<file path="config.mk">
export PLATFORM = sky130hd
export DESIGN_NAME = path_deque
export DESIGN_NICKNAME = d
export VERILOG_FILES = /design/src/rtl/maze_pkg.sv /design/src/rtl/deque_ptr.sv /design/src/rtl/path_deque.sv
export SDC_FILE = /design/constraint.sdc
export NUM_CORES = 1
export LEC_CHECK = 0
export BUFFER_PORTS_ARGS = -buffer_cell sky130_fd_sc_hd__buf_4
export CAP_MARGIN = 30
export CORE_MARGIN = 8
export CORE_UTILIZATION = 30
export DETAILED_ROUTE_END_ITERATION = 8
export PLACE_DENSITY = 0.41
export SYNTH_ARGS = -nofsm -noshare
export SYNTH_HDL_FRONTEND = slang
export SYNTH_SLANG_ARGS = --single-unit
</file>
<file path="constraint.sdc">
create_clock -name Clk -period 3.98 [get_ports Clk]
set_input_delay 0 -clock Clk [delete_from_list [all_inputs] [get_ports Clk]]
set_output_delay 0 -clock Clk [all_outputs]
set_load 0.03 [all_outputs]
</file>
<file path="src/rtl/maze_pkg.sv">
// Shared maze-solver definitions: direction encoding and maze-derived sizes.
// Used by the solver controller, the datapath and the move-history deque.
package maze_pkg;

    typedef enum logic [1:0] {
        UP    = 2'b00,
        RIGHT = 2'b01,
        LEFT  = 2'b10,
        DOWN  = 2'b11
    } dir_t;

    localparam int MAZE_DIM    = 16;
    localparam int DEQUE_DEPTH = MAZE_DIM * MAZE_DIM;
    localparam int DIR_W       = $bits(dir_t);

endpackage

</file>
<file path="src/rtl/deque_ptr.sv">
// Wrapping up/down index register over 0..MAX-1; MAX need not be a power of two.
module deque_ptr #(
    parameter  int MAX = 4,
    localparam int PW  = $clog2(MAX)
) (
    input  logic          Clk,
    input  logic          Rst,
    input  logic          clr_i,
    input  logic          inc_i,
    input  logic          dec_i,
    output logic [PW-1:0] ptr_o
);

    localparam logic [PW-1:0] LAST = PW'(MAX - 1);

    logic [PW-1:0] ptr_q, ptr_d;

    // NOTE: every always_comb output gets a default first so no path leaves it unassigned (no latch).
    always_comb begin
        ptr_d = ptr_q;
        if (clr_i)
            ptr_d = '0;
        else if (inc_i && !dec_i)
            ptr_d = (ptr_q == LAST) ? '0 : ptr_q + PW'(1);
        else if (dec_i && !inc_i)
            ptr_d = (ptr_q == '0) ? LAST : ptr_q - PW'(1);
    end

    // NOTE: sequential state uses non-blocking assignments so all registers update together at the edge.
    always_ff @(posedge Clk or posedge Rst) begin
        if (Rst)
            ptr_q <= '0;
        else
            ptr_q <= ptr_d;
    end

    assign ptr_o = ptr_q;

endmodule

</file>
<file path="src/rtl/path_deque.sv">
// Double-ended move-history buffer: push at back, LIFO pop for backtracking,
// FIFO pop for path replay. Popped data is registered and appears one cycle later.
module path_deque
    import maze_pkg::*;
#(
    parameter  int WIDTH = DIR_W,
    parameter  int DEPTH = DEQUE_DEPTH,
    localparam int CW    = $clog2(DEPTH + 1)
) (
    input  logic             Clk,
    input  logic             Rst,
    input  logic             Clr,
    input  logic             push,
    input  logic [WIDTH-1:0] din,
    input  logic             pop_back,
    input  logic             pop_front,
    output logic [WIDTH-1:0] back_out,
    output logic [WIDTH-1:0] front_out,
    output logic             back_valid,
    output logic             front_valid,
    output logic             empty,
    output logic             full,
    output logic [CW-1:0]    count,
    output logic             overflow
);

    localparam int            AW      = $clog2(DEPTH);
    localparam logic [CW-1:0] DEPTH_C = CW'(DEPTH);

    logic [WIDTH-1:0] mem [DEPTH];

    logic [AW-1:0]    head, tail, tail_prev, wr_idx;
    logic [CW-1:0]    count_q, count_d;
    logic [WIDTH-1:0] back_out_q, front_out_q;
    logic             back_valid_q, front_valid_q, overflow_q;
    logic             empty_w, full_w;
    logic             do_pop_back, do_pop_front, push_ok, tail_inc, tail_dec;

    assign empty_w   = (count_q == '0);
    assign full_w    = (count_q == DEPTH_C);
    assign tail_prev = (tail == '0) ? AW'(DEPTH - 1) : tail - AW'(1);

    always_comb begin
        do_pop_back  = !Clr && pop_back && !empty_w;
        // With a single entry left, the back pop takes it and the front pop is dropped.
        do_pop_front = !Clr && pop_front && !empty_w && !(do_pop_back && count_q == CW'(1));
        // A push while full is still legal when a pop frees (or replaces) a slot this cycle.
        push_ok      = !Clr && push && (!full_w || do_pop_back || do_pop_front);
        // push + pop_back replaces the back entry in place, so tail stays put.
        tail_inc     = push_ok && !do_pop_back;
        tail_dec     = do_pop_back && !push_ok;
        wr_idx       = do_pop_back ? tail_prev : tail;
        count_d      = count_q;
        if (push_ok)      count_d = count_d + CW'(1);
        if (do_pop_back)  count_d = count_d - CW'(1);
        if (do_pop_front) count_d = count_d - CW'(1);
    end

    deque_ptr #(.MAX(DEPTH)) u_head (
        .Clk   (Clk),
        .Rst   (Rst),
        .clr_i (Clr),
        .inc_i (do_pop_front),
        .dec_i (1'b0),
        .ptr_o (head)
    );

    deque_ptr #(.MAX(DEPTH)) u_tail (
        .Clk   (Clk),
        .Rst   (Rst),
        .clr_i (Clr),
        .inc_i (tail_inc),
        .dec_i (tail_dec),
        .ptr_o (tail)
    );

    // NOTE: the storage array has no reset; count alone decides which slots hold data.
    always_ff @(posedge Clk) begin
        if (push_ok)
            mem[wr_idx] <= din;
    end

    always_ff @(posedge Clk or posedge Rst) begin
        if (Rst) begin
            count_q       <= '0;
            back_out_q    <= '0;
            front_out_q   <= '0;
            back_valid_q  <= 1'b0;
            front_valid_q <= 1'b0;
            overflow_q    <= 1'b0;
        end else if (Clr) begin
            count_q       <= '0;
            back_out_q    <= '0;
            front_out_q   <= '0;
            back_valid_q  <= 1'b0;
            front_valid_q <= 1'b0;
            overflow_q    <= 1'b0;
        end else begin
            count_q       <= count_d;
            back_valid_q  <= do_pop_back;
            front_valid_q <= do_pop_front;
            if (do_pop_back)     back_out_q  <= mem[tail_prev];
            if (do_pop_front)    front_out_q <= mem[head];
            if (push && !push_ok) overflow_q <= 1'b1;
        end
    end

    assign back_out    = back_out_q;
    assign front_out   = front_out_q;
    assign back_valid  = back_valid_q;
    assign front_valid = front_valid_q;
    assign empty       = empty_w;
    assign full        = full_w;
    assign count       = count_q;
    assign overflow    = overflow_q;

endmodule

</file>
==> results_dict.tcl <==
set metrics [dict create \
    async_flop_share 0.05882 \
    grt_pass1_vias 19270 \
    ys_warn_count 0 \
    drc 0 \
    path_buf_inv 5 \
    yosys-top-cells-count "edfxtp_1, nor2_1, mux4_2" \
    die_h_um 322.1 \
    setup.worst_path.start "u_tail.ptr_o[1]" \
    reg2reg_depth 14 \
    tightest_slew_ps 971.4 \
    die_x_um 322.1 \
    min_path_type "input pin to asynchronous set/reset pin" \
    irDropWorstVdd_mv 0.3750 \
    hold_viol 0 \
    holdWs_ps 60.10 \
    ant_nets 0 \
    grtUsageTotal 0.1884 \
    clockRootBuffer "clkbuf_16" \
    nNetsFinal 2009 \
    yosysSeqAreaShare 0.5756 \
    yosysMostFrequentCell "edfxtp_1" \
    htree_levels 3 \
    syn_nets 1887 \
    grt_pass1_wl_um 142000 \
    yosys.area.top_type "edfxtp_1" \
    die-area_mm2 0.1037 \
    fill_cells 9025 \
    startpoint_type "register" \
    timing.rr.start "u_tail.ptr_o[1]" \
    slowest_stage "or3b_2" \
    critPathRequiredTime_ps 4480 \
    yosysUniqueCellTypes 93 \
    crit_family "simple AND/OR/NAND/NOR gates" \
    setup_violations 0 \
    vias_per_cell 5.567 \
    crit_cells 14 \
    crit_path_cell_trace "inv_1 > ha_1 > or3b_2 > buf_4 > o21ai_4 > nor2_1 > buf_4 > a22o_1 > a211oi_1 > nor4_1 > buf_4 > nor4_1 > buf_4 > a211oi_2" \
    grt_max_degree 99 \
    grt-ovfl-total 0 \
    regArea_mm2 0.01619 \
    start_util 0.3020 \
    wl_per_cell_um 29.85 \
    critical_path_class "register to register" \
    drt_pass1_iterations 7 \
    outcome "finished clean" \
    antenna_cells 0 \
    slew_headroom 0.3495 \
    gp_congestion 0.8737 \
    cts_tree "built" \
    synth_edf_count 512 \
    postCtsSetupBuffers 0 \
    clockBufferDepth 3 \
    fp.coreArea_mm2 0.09305 \
    regToRegEndpoint "back_out[0]" \
    powerDensity_mw_per_mm2 737.0 \
    syn2layout_area_growth_pct 16.82 \
    period_minus_slack_ps 3834 \
    drive_above_1_share 0.2795 \
    drt_iter0_markers 1747 \
    finalClockSkew_ps 27.98 \
    end_kind "register" \
    clock-sinks 544 \
    antenna_found_initial 0 \
    critPathMaxFanout 11 \
    ios 26 \
    slowest_delay_ps 500 \
    maxSlewViolCount 0 \
    synth_seq_cells 544 \
    fin_crit_sh 0.9633 \
    ys.flop_type "edfxtp_1" \
    maxCapViolations 0 \
    clock_latency_ps 630 \
    syn_area_mm2 0.02810 \
    num_rows 112 \
    synthTopCellsByArea "edfxtp_1, mux4_2, nor2_1" \
    via_count 18330 \
    avgSynthCellArea_um2 15.03 \
    leakage_uw 0.01031 \
    hpwl_um 66860 \
    reg2reg_slack_ps 150 \
    clkSlewWorstSetupHoldPaths_ps 60 \
    critPathArrivalTime_ps 4340 \
    drt-total-wl_um 98300 \
    setup.worst_path.end "back_out[0]" \
    syn_inst 1870 \
    multi_input_area_mm2 0.01106 \
    crit_top_cell "buf_4" \
    netlist.area_leader.share 0.5471 \
    rsz0062_at_grt "no" \
    io_buffers 25 \
    fmax_ghz 0.2608 \
    setup_tns_ps 0 \
    cts_buffers 66 \
]
[metal layers]
| metal | share of wire | global-route usage | up-vias | wire length, µm |
|---|---|---|---|---|
| met4 | 0.031 | 0.06237 | 0 | 3090 |
| li1 | - | - | 7816 | - |
| met2 | 0.48 | 0.3117 | 609 | 47420 |
| met3 | 0.062 | 0.03880 | 140 | 6120 |
| met1 | 0.42 | 0.2466 | 9768 | 41670 |
| met5 | 0 | 0 | - | 0 |
[cell type report]
class                   count  area share
well taps                1254     0.04780
clock buffers              83     0.05290
flip-flops and latches    544      0.4931
multi-input cells        1157      0.3369
clock inverters            32    0.009681
repair buffers            205     0.05748
inverters                  18    0.002134
[worst reg2reg max path: cells and delay by family, from the launching register on]
family,cells,cell delay (ps)
AOI/OAI and AO/OA,4,1060
adders and majority gates,1,200
buffers and inverters,5,920
DFF,1,380
and+or+nand+nor,4,1170
[worst min-delay path by stage]
stage / startpoint / endpoint / slack [ps] / depth (start not counted)
2_1_floorplan: din[0] / mem[0][0] / 100 / 0
3_3_place_gp: Rst / overflow / 160 / 3
3_5_place_dp: Rst / overflow / 160 / 3
4_1_cts: Rst / back_out[1] / 60 / 4
5_1_grt: Rst / back_out[1] / 100 / 4
6_report: Rst / back_out[0] / 60 / 4
[power by group]
| part | leakage (µW) | total (µW) | internal [µW] | switching, µW |
|---|---|---|---|---|
| Combinational | 0.00429 | 11800 | 4490 | 7310 |
| Clock | 0.000996 | 5850 | 3420 | 2420 |
| Sequential | 0.00502 | 6550 | 6400 | 149 |
[registers in the layout, indices dropped and copies added (netlist names), 2 cells and up]
name and cells:
mem 512, u_tail.ptr_o 8, u_head.ptr_o 8, back_out 2, count 9, front_out 2
[cells by family (layout without fill, tap and decap cells)]
| family | count (synthesis) | in the layout | synth area share |
|---|---|---|---|
| and+or+nand+nor | 577 | 577 | 0.08905 |
| DFF | 544 | 544 | 0.5756 |
| muxes | 297 | 297 | 0.2252 |
| AOI/OAI and AO/OA | 254 | 254 | 0.06755 |
| buffers and inverters | 169 | 338 | 0.03233 |
| xor gates and xnor gates | 20 | 20 | 0.006234 |
| adders and majority gates | 9 | 9 | 0.004007 |
[metrics by stage]
step	worst slack, ps	utilization	area (µm²)	total power (µW)	cells
after floorplan	559.5	-	28100	13280	1870
after global placement	-134.5	0.3295	30660	18500	3169
after detailed placement	-27.45	0.3298	30690	18460	3170
after CTS	103.3	0.3528	32830	24420	3293
after global routing	13.70	0.3528	32830	25150	3293
final	146.0	0.3528	32830	24190	3293
[layout by cell type (no fill, tap or decap), types with 7 or more instances in the layout]
master | netlist | final
buf_4 | 2 | 170
mux2_2 | 7 | 7
dlygate4sd3_1 | 0 | 8
a31oi_1 | 7 | 7
clkbuf_16 | 0 | 67
clkbuf_1 | 88 | 16
edfxtp_1 | 512 | 512
dfrtp_1 | 32 | 28
nor2_1 | 320 | 319
mux2i_1 | 30 | 30
mux4_1 | 25 | 25
xnor2_1 | 14 | 14
a211oi_1 | 14 | 14
nand4_1 | 13 | 13
nand3_1 | 35 | 35
o22ai_1 | 14 | 14
nand2_1 | 120 | 120
clkinv_2 | 0 | 7
o211ai_1 | 9 | 9
mux4_2 | 235 | 235
buf_12 | 8 | 24
inv_1 | 14 | 14
nor3_1 | 28 | 27
nor4_1 | 14 | 14
ha_1 | 9 | 9
a22oi_1 | 37 | 37
clkinv_1 | 2 | 13
a21oi_1 | 57 | 55
o221ai_1 | 9 | 9
o21ai_0 | 22 | 22
[repair_timing]
| action | in CTS | in global routing |
|---|---|---|
| hold buffers | 8 | 0 |
| resized for setup | 1 | 0 |
| setup endpoints to repair | 1 | 0 |
| endpoints found under the hold margin | 209 | 0 |
Note: power is estimated with default switching activity, not from simulation.
